===== src/rtl/ysyx_23060203_mul_pkg.sv =====
// Shared types and Booth recoding helper for the radix-4 multiplier.
// Digits are kept as 3-bit signed selects in the range -2..+2.
package ysyx_23060203_mul_pkg;

   typedef enum logic [1:0] {
      S_IDLE = 2'd0,
      S_BUSY = 2'd1,
      S_DONE = 2'd2
   } state_t;

   typedef logic signed [2:0] digit_t;

   function automatic digit_t booth_digit(input logic [2:0] t);
      digit_t d;
      case (t)
         3'b001, 3'b010: d = 3'sb001;
         3'b011:         d = 3'sb010;
         3'b100:         d = 3'sb110;
         3'b101, 3'b110: d = 3'sb111;
         default:        d = 3'sb000;
      endcase
      return d;
   endfunction

endpackage


===== src/rtl/ysyx_23060203_booth_r4_pp.sv =====
// Radix-4 Booth partial product: d * a for one recoded digit.
// Two guard bits keep +/-2a exact for any E-bit signed a.
module ysyx_23060203_booth_r4_pp
   import ysyx_23060203_mul_pkg::*;
#(
   parameter int E = 34
) (
   input  logic [2:0]   i_triple,
   input  logic [E-1:0] i_a,
   output logic [E+1:0] o_pp
);

   digit_t       w_d;
   logic [E+1:0] w_pos;
   logic [E+1:0] w_neg;

   assign w_d   = booth_digit(i_triple);
   assign w_pos = {{2{i_a[E-1]}}, i_a};
   assign w_neg = ~w_pos + (E+2)'(1);

   always_comb begin
      o_pp = '0;
      case (w_d)
         3'b001:  o_pp = w_pos;
         3'b010:  o_pp = w_pos << 1;
         3'b111:  o_pp = w_neg;
         3'b110:  o_pp = w_neg << 1;
         default: o_pp = '0;
      endcase
   end

endmodule


===== src/rtl/ysyx_23060203_mul_booth_r4.sv =====
// Iterative radix-4 Booth multiplier, two multiplier bits per cycle,
// valid/ready on both sides, optional early exit, flushable.
module ysyx_23060203_mul_booth_r4
   import ysyx_23060203_mul_pkg::*;
#(
   parameter int WIDTH     = 32,
   parameter int TAG_W     = 4,
   parameter int EARLY_OUT = 1
) (
   input  logic               clock,
   input  logic               reset,
   input  logic               flush,
   output logic               in_ready,
   input  logic               in_valid,
   input  logic [1:0]         in_sign,
   input  logic               in_hi,
   input  logic [TAG_W-1:0]   in_tag,
   input  logic [WIDTH-1:0]   in_a,
   input  logic [WIDTH-1:0]   in_b,
   input  logic               out_ready,
   output logic               out_valid,
   output logic [2*WIDTH-1:0] out_prod,
   output logic [WIDTH-1:0]   out_res,
   output logic [TAG_W-1:0]   out_tag
);

   localparam int E  = WIDTH + 2;
   localparam int N  = WIDTH / 2 + 1;
   localparam int CW = $clog2(N);
   localparam logic [CW-1:0] LAST = CW'(N - 1);
   localparam logic [CW+1:0] SH_N = (CW+2)'(2 * N);

   state_t           r_state;
   logic [CW-1:0]    r_cnt;
   logic [E-1:0]     r_a;
   logic [E:0]       r_bx;
   logic [2*E-1:0]   r_p;
   logic             r_hi;
   logic [TAG_W-1:0] r_tag;

   logic             w_acc;
   logic             w_early;
   logic             w_last;
   logic [E-1:0]     w_a_ext;
   logic [E-1:0]     w_b_ext;
   logic [E+1:0]     w_pp;
   logic [E+1:0]     w_hi_sum;
   logic [CW+1:0]    w_shamt;
   logic [2*E-1:0]   w_sh;

   assign w_a_ext = {{2{in_sign[1] & in_a[WIDTH-1]}}, in_a};
   assign w_b_ext = {{2{in_sign[0] & in_b[WIDTH-1]}}, in_b};

   assign in_ready = (r_state == S_IDLE) | flush |
                     ((r_state == S_DONE) & out_ready);
   assign w_acc    = in_valid & in_ready;

   // r_bx holds {b_ext, b[-1]} shifted so the live triple sits at [2:0]
   assign w_early = (EARLY_OUT != 0) && ((&r_bx) || !(|r_bx));
   assign w_last  = (r_cnt == LAST);

   ysyx_23060203_booth_r4_pp #(
      .E(E)
   ) u_pp (
      .i_triple (r_bx[2:0]),
      .i_a      (r_a),
      .o_pp     (w_pp)
   );

   // adding at bit E only touches the upper half of P
   assign w_hi_sum = {{2{r_p[2*E-1]}}, r_p[2*E-1:E]} + w_pp;
   assign w_shamt  = SH_N - {1'b0, r_cnt, 1'b0};
   assign w_sh     = $signed(r_p) >>> w_shamt;

   always_ff @(posedge clock) begin
      if (!reset) begin
         r_state <= S_IDLE;
      end else if (w_acc) begin
         r_state <= S_BUSY;
      end else begin
         case (r_state)
            S_BUSY: begin
               if (flush)
                  r_state <= S_IDLE;
               else if (w_early || w_last)
                  r_state <= S_DONE;
            end
            S_DONE: begin
               if (flush || out_ready)
                  r_state <= S_IDLE;
            end
            default: r_state <= S_IDLE;
         endcase
      end
   end

   always_ff @(posedge clock) begin
      if (w_acc) begin
         r_a   <= w_a_ext;
         r_bx  <= {w_b_ext, 1'b0};
         r_p   <= '0;
         r_cnt <= '0;
         r_hi  <= in_hi;
         r_tag <= in_tag;
      end else if (r_state == S_BUSY) begin
         if (w_early) begin
            r_p <= w_sh;
         end else begin
            r_p   <= {w_hi_sum, r_p[E-1:2]};
            r_bx  <= {{2{r_bx[E]}}, r_bx[E:2]};
            r_cnt <= r_cnt + 1'b1;
         end
      end
   end

   assign out_valid = (r_state == S_DONE) & ~flush;
   assign out_prod  = r_p[2*WIDTH-1:0];
   assign out_res   = r_hi ? r_p[2*WIDTH-1:WIDTH] : r_p[WIDTH-1:0];
   assign out_tag   = r_tag;

endmodule


===== config.mk =====
export PLATFORM = sky130hd
export DESIGN_NAME = ysyx_23060203_mul_booth_r4
export DESIGN_NICKNAME = d
export VERILOG_FILES = /design/src/rtl/ysyx_23060203_mul_pkg.sv /design/src/rtl/ysyx_23060203_booth_r4_pp.sv /design/src/rtl/ysyx_23060203_mul_booth_r4.sv
export SDC_FILE = /design/constraint.sdc
export NUM_CORES = 1
export LEC_CHECK = 0
export ABC_AREA = 0
export CORE_MARGIN = 3
export CORE_UTILIZATION = 35
export CTS_BUF_LIST = sky130_fd_sc_hd__clkbuf_8
export DETAILED_ROUTE_END_ITERATION = 8
export MAX_ROUTING_LAYER = met4
export PLACE_DENSITY = 0.64
export SLEW_MARGIN = 0
export SYNTH_ARGS = -nofsm -noshare
export SYNTH_HDL_FRONTEND = slang
export SYNTH_SLANG_ARGS = --single-unit

===== constraint.sdc =====
create_clock -name clock -period 4.5 [get_ports clock]
set_input_delay 0.675 -clock clock [delete_from_list [all_inputs] [get_ports clock]]
set_output_delay 0.675 -clock clock [all_outputs]
set_load 0.01 [all_outputs]

======== Word level (Yosys, flattened, before mapping) ========
Index checks and enable logic that the tools add are counted.
cells by class
  add/subtract/negate cells ............... 4
  eq/ne operators ......................... 18
  shifts and indexed selects .............. 1
  multiplexer cells ....................... 12
  bitwise gates (word level) .............. 11
  reduce and logical (&&, ||, !) cells .... 15
operators by type and width
  kind                     number
  $pmux W36 S4             1
  $mux W34                 2
  $mux W68                 1
  $sshr A68 B7 Y68         1
  $add A36 B1 Y36 const B  1
  $add A36 B36 Y36         1
  $not A36 Y36             1
  $mux W35                 1
  $reduce_and A35 Y1       1
  $reduce_or A35 Y1        1
  $mux W32                 1
  $eq A3 B3 Y1 const B     5
  $pmux W3 S4              1
  $eq A3 B2 Y1 const B     3
  $reduce_and A2 Y1        4
  $sub A6 B6 Y7 const A    1
  $eq A3 B1 Y1 const B     2
  $mux W2                  3
  $ne A3 B3 Y1 const B     2
  $reduce_or A2 Y1         3
  $add A5 B1 Y5 const B    1
  $and A1 B1 Y1            5
  $eq A5 B5 Y1 const B     1
  $ne A2 B2 Y1 const B     2
  11 further kinds         16
word-level totals
  register bits after elaboration ......... 148
  input bits .............................. 76
  output and inout bits ................... 102
  logic and storage cells ................. 71

======== Depth between registers and ports, before layout ========
Gate-level depths: netlist of run 1.
  depth in word-level cells ............... 8
  gate-level depth with buffers ........... 21
  gate-level depth less buffers ........... 21

======== By module ========
From an unflattened synthesis of run 1, not the netlist that was laid out.
unflattened totals
  cell total of the unflattened synthesis .. 1833
  area total of the unflattened synthesis .. 14352.5 sq um
by module, submodules not included
  module                      instances  cells each  area each (sq um)  seq. area each (sq um)
  ysyx_23060203_mul_booth_r4  1          1459        12080.3            3683.5
  ysyx_23060203_booth_r4_pp   1          374         2272.2             0.0

======== Least setup slack after synthesis of run 1 ========
No wires, ideal clock.
  kind .................................... register to register
  from .................................... reg r_a[0]
  to ...................................... reg r_p[67]
  setup time .............................. 0.072 ns
  arrival time ............................ 4.683 ns
  required time ........................... 4.428 ns
  slack ................................... -0.255 ns
  stages on the path, launching flop included .. 21
  path buffers ............................ 0
  period minus slack after synthesis ...... 4.755 ns
  cell sequence ........................... edfxtp_1 > inv_1 > ha_1 > or4b_4 > or3_4 > or2_1 > or3_4 > nand2_2 > xnor2_1 > a221oi_1 > a31oi_1 > ha_1 > and4_1 > nor2b_1 > a32oi_1 > nor2_1 > o211ai_1 > a211oi_1 > o31ai_1 > mux2i_1 > mux2i_1
between the ends
  longest elaborated chain between the ends .. 5
ends and longest elaborated chain
  item                    RTL line                           RTL
  start, declared         ysyx_23060203_mul_booth_r4.sv:35   logic [E-1:0] r_a;
  start signal, assigned  ysyx_23060203_mul_booth_r4.sv:99   r_a <= w_a_ext;
  $not A36 Y36            ysyx_23060203_booth_r4_pp.sv:19    assign w_neg = ~w_pos + (E+2)'(1);
  $add A36 B1 Y36         ysyx_23060203_booth_r4_pp.sv:19
  $pmux W36 S4 (*)        ysyx_23060203_booth_r4_pp.sv:23    case (w_d)
  $add A36 B36 Y36 (*)    ysyx_23060203_mul_booth_r4.sv:71   assign w_hi_sum = {{2{r_p[2*E-1]}}, r_p[2*E-1:E]} + w_pp;
  $mux W68 (*)            ysyx_23060203_mul_booth_r4.sv:106  if (w_early) begin
  end signal, assigned    ysyx_23060203_mul_booth_r4.sv:107  r_p <= w_sh;
  end signal, assigned    ysyx_23060203_mul_booth_r4.sv:109  r_p <= {w_hi_sum, r_p[E-1:2]};
  end, declared           ysyx_23060203_mul_booth_r4.sv:37   logic [2*E-1:0] r_p;
Mark *: on every way between the ends. The rest lies on a longest branch, timed or not.
A chain may end at the register's enable or synchronous reset.

======== Worst setup path after layout of run 1 ========
  from .................................... reg r_a[1]
  to ...................................... reg r_p[65]
The elaborated chain is that of the path after synthesis.

==> results of run 1 <==
==> flip-flops by register name (all words and copies together), names as in the netlist <==
| name | cells |
|---|---|
| r_hi | 1 |
| out_tag | 4 |
| r_p | 68 |
| r_cnt | 5 |
| r_a | 33 |
| r_bx | 35 |
| r_state | 2 |
==> metal layers <==
layer | vias up | GRT usage (%) | wire length, um
met1 | 6825 | 33.4 | 22600
li1 | 6699 | - | -
met2 | 696 | 36.3 | 23200
met5 | - | - | 0
met3 | 71 | 3.35 | 3880
met4 | 0 | 7.05 | 1300
==> final cells by class <==
class | instances | area [um^2] | area share, %
Antenna cell | 3 | 7.51 | 0.0437
Clock buffer | 18 | 248 | 1.44
Clock inverter | 13 | 149 | 0.866
Inverter | 21 | 81.3 | 0.473
Multi-Input combinational cell | 1382 | 9540 | 55.5
Sequential cell | 148 | 3690 | 21.5
Tap cell | 518 | 648 | 3.77
Timing Repair Buffer | 312 | 2830 | 16.5
==> power by group through the flow <==
| stage | logic [W] | clock network (W) | registers (W) |
|---|---|---|---|
| finish | 0.00234 | 0.00113 | 0.00178 |
| global route | 0.00251 | 0.00121 | 0.00179 |
| CTS | 0.00224 | 0.00114 | 0.00177 |
| detailed placement | 0.00219 | 0 | 0.00180 |
| global placement | 0.00217 | 0 | 0.00180 |
| floorplan | 0.00148 | 0 | 0.00167 |
==> cells in the final DEF, fill, tap and decap left out, types with 23 or more instances in the layout <==
master,instances
a21oi_1,147
a221oi_1,23
buf_4,130
clkdlybuf4s50_1,177
dfxtp_1,73
edfxtp_1,72
ha_1,37
mux2_2,44
mux2i_1,65
mux4_2,36
nand2_1,322
nand3_1,33
nor2_1,90
nor3_1,35
o211ai_1,49
o21ai_0,118
o221ai_1,27
xnor2_1,50
xor2_1,24
==> cell usage after synthesis (5+ instances only) <==
master    count
a31oi_1      21
xnor2_1      53
a21o_1       13
mux2i_1      65
nor2b_1      13
a211oi_1     22
or3_1        15
o21a_1       14
clkbuf_1    101
mux2_2       44
nand2b_1     15
o21ai_0     124
nand3_1      34
nor2_1       92
a21oi_1     151
nor4_1       14
and3_1        6
nand2_1     324
a221oi_1     28
o22ai_1      12
buf_1        26
o221ai_1     27
nand4_1      14
inv_1        19
mux4_2       36
nor3_1       36
dfxtp_1      76
o211ai_1     49
edfxtp_1     72
a22oi_1       5
a311oi_1      8
and2_1        8
buf_2         8
buf_4        64
ha_1         40
xor2_1       25
or4_1         5
==> worst max-delay path by stage <==
stage,startpoint,endpoint,slack [ns],cells past startpoint
finish,r_a[1],r_p[65],-0.18,24
global route,r_a[1],r_p[65],-0.38,22
CTS,r_a[1],r_p[65],-0.18,22
detailed placement,r_a[0],r_p[60],-0.32,21
global placement,r_a[0],r_p[62],-0.19,21
floorplan,r_a[1],r_p[67],-0.15,20
==> worst register-to-register path, cell delays in order, from the launching register on <==
cell	delay (ns)
edfxtp_1	0.41
inv_2	0.09
ha_4	0.13
or4b_4	0.45
or3_4	0.34
or2_4	0.24
or3_4	0.35
buf_4	0.15
xnor2_2	0.11
nand2_1	0.06
o21ai_1	0.09
o21ai_1	0.07
a21o_1	0.20
ha_4	0.30
nor3_1	0.05
nor2_1	0.14
o41ai_2	0.10
o32ai_1	0.15
o211ai_1	0.14
buf_4	0.17
a211oi_4	0.25
buf_4	0.16
o21ai_2	0.06
a21boi_0	0.24
o32ai_1	0.12
==> cell families (layout without fill, tap and decap cells) <==
group	Yosys count	in the layout	share of synthesized area [%]
adders and majority gates	41	41	3.73
muxes	145	145	14.0
buffers and inverters	221	364	7.79
and+or+nand+nor	599	599	19.5
xor gates and xnor gates	78	78	4.90
DFF	148	148	26.4
AOI/OAI and AO/OA	519	519	23.7
other	0	3	0
==> stage by stage <==
stage | power [W] | worst slack (ns)
floorplan | 0.00315 | -0.152
global placement | 0.00397 | -0.190
detailed placement | 0.00399 | -0.319
CTS | 0.00516 | -0.180
global route | 0.00552 | -0.384
finish | 0.00525 | -0.179
==> timing repair <==
item,in CTS,in global routing
endpoints found under the setup margin,14,20
buffers inserted,6,5
gates resized for setup,33,27
pin swaps,21,20
==> flow_summary.yaml, run 1 <==
cells_and_area:
  fin_nets: 1999
  finalNonFillerCells: 2415
  post-route-util_pct: 44.1
  area_growth_pct: 23.2
  fillerInstances: 3832
  fin_area_mm2: 0.0172
  layout-drive-gt1-share_pct: 16.8
worst_hold_path:
  worstHoldStart: "r_p[0]"
  worst_hold_path_type: "reg -> reg"
  min_to: "r_p[0]"
  whs_path_depth: 2
logic_synthesis:
  synth_nets: 1868
  ys_types: 79
  yosysSeqAreaShare_pct: 26.4
  synth_top_area_share_pct: 15.5
  synthTopCellsByArea: "edfxtp_1 (15%), dfxtp_1 (11%), nand2_1 (8.7%)"
  syn_area_per_cell_um2: 7.97
  yosys_warnings: 0
  ys_async_sr_fraction_pct: 0
  synth-seq-cells: 148
  post_synth_instance_area_mm2: 0.0140
  synth_area_leader_cell: "edfxtp_1"
  synth_edf_count: 72
  ys.flop_type: "dfxtp_1"
  syn_inst: 1751
setup_path:
  required_ns: 4.87
  path_buf_inv: 4
  cpPeakStageDelay_ns: 0.45
  arrival_ns: 5.05
  rr_worst_depth: 24
  r2r_setup_slack_ns: -0.18
  cp_slowest_cell: "or4b_4"
  crit_fanout: 3
  path_class: "reg -> reg"
  reg2reg_from: "r_a[1]"
  regToRegEndpoint: "r_p[65]"
  crit_chain: "inv_2 -> ha_4 -> or4b_4 -> or3_4 -> or2_4 -> or3_4 -> buf_4 -> xnor2_2 -> nand2_1 -> o21ai_1 -> o21ai_1 -> a21o_1 -> ha_4 -> nor3_1 -> nor2_1 -> o41ai_2 -> o32ai_1 -> o211ai_1 -> buf_4 -> a211oi_4 -> buf_4 -> o21ai_2 -> a21boi_0 -> o32ai_1"
  cp_top_family: "simple AND/OR/NAND/NOR gates"
  critPathLaunchType: "flop"
  crit_top_cell: "buf_4"
  end_kind: "flop"
die:
  fp.dieArea_mm2: 0.0423
  dieWidth_um: 206
  start_util_pct: 35.8
  coreArea_mm2: 0.0390
  die_h_um: 206
  ios: 178
  rows: 72
route:
  drt_pass1_iterations: 6
  drt_iter0_markers: 1747
  drc_errors: 0
  drt-total-wl_mm: 51.0
  routedWlPerCell_um: 21.1
  via_count: 14291
  via_per_inst: 5.92
  ant_nets: 0
timing:
  worst_slew_pin_slew_ns: 0.846
  totalNegativeSetupSlack_ns: -0.833
  period_needed_ns: 4.68
  setup_ws_ns: -0.179
  slew_headroom_pct: 43.5
  finalCritPeriodShare_pct: 104
  slew_viol_final: 0
  hold_viol: 0
  setup_viol: 11
  fmax_mhz: 214
  finClkSkew_ns: 0.0165
  holdWs_ns: 0.501
  rsz0062_at_grt: "true"
grt:
  overflow: 0
  track_usage_pct: 24.0
  grt_max_degree: 83
  grt_antenna_before_repair: 3
  grt_pass1_wl_mm: 77.6
  first_global_vias: 13232
power:
  combinationalPowerShare_pct: 44.5
  powerDensity_mw_per_mm2: 305
  leakage_nw: 6.24
  seqPwrFrac_pct: 33.9
  switching_power_w: 0.00218
  internal_power_w: 0.00307
  ir_worst_vdd_mv: 0.183
  clock_power_share_pct: 21.6
  swShare_pct: 41.5
clocking:
  cts_made_buffers: 17
  cts_num_sinks: 148
  cts_tree: "done"
  h-tree-depth: 4
  cts-root-buf: "clkbuf_8"
  cts_buffer_depth: 2
  path_clk_slew_ns: 0.10
  insertion_delay_ns: 0.49
  cts_hold_buf: 0
placement:
  port_buffers: 177
  gp_congestion: 0.986
  dpl_cell_area_mm2: 0.0164
  hpwl_mm: 37.2
  post-place-cells: 2371
status:
  outcome: "finished with violations"
  violations: "setup timing"
flow_run:
  drv_cap: 0
No activity file was read; power rests on OpenSTA's default activity.
==> run 2: changes to the inputs <==
SLEW_MARGIN = 10   (was 0)
==> results of run 2 <==
Final layout, timing and power as in run 1 (identical DEF).
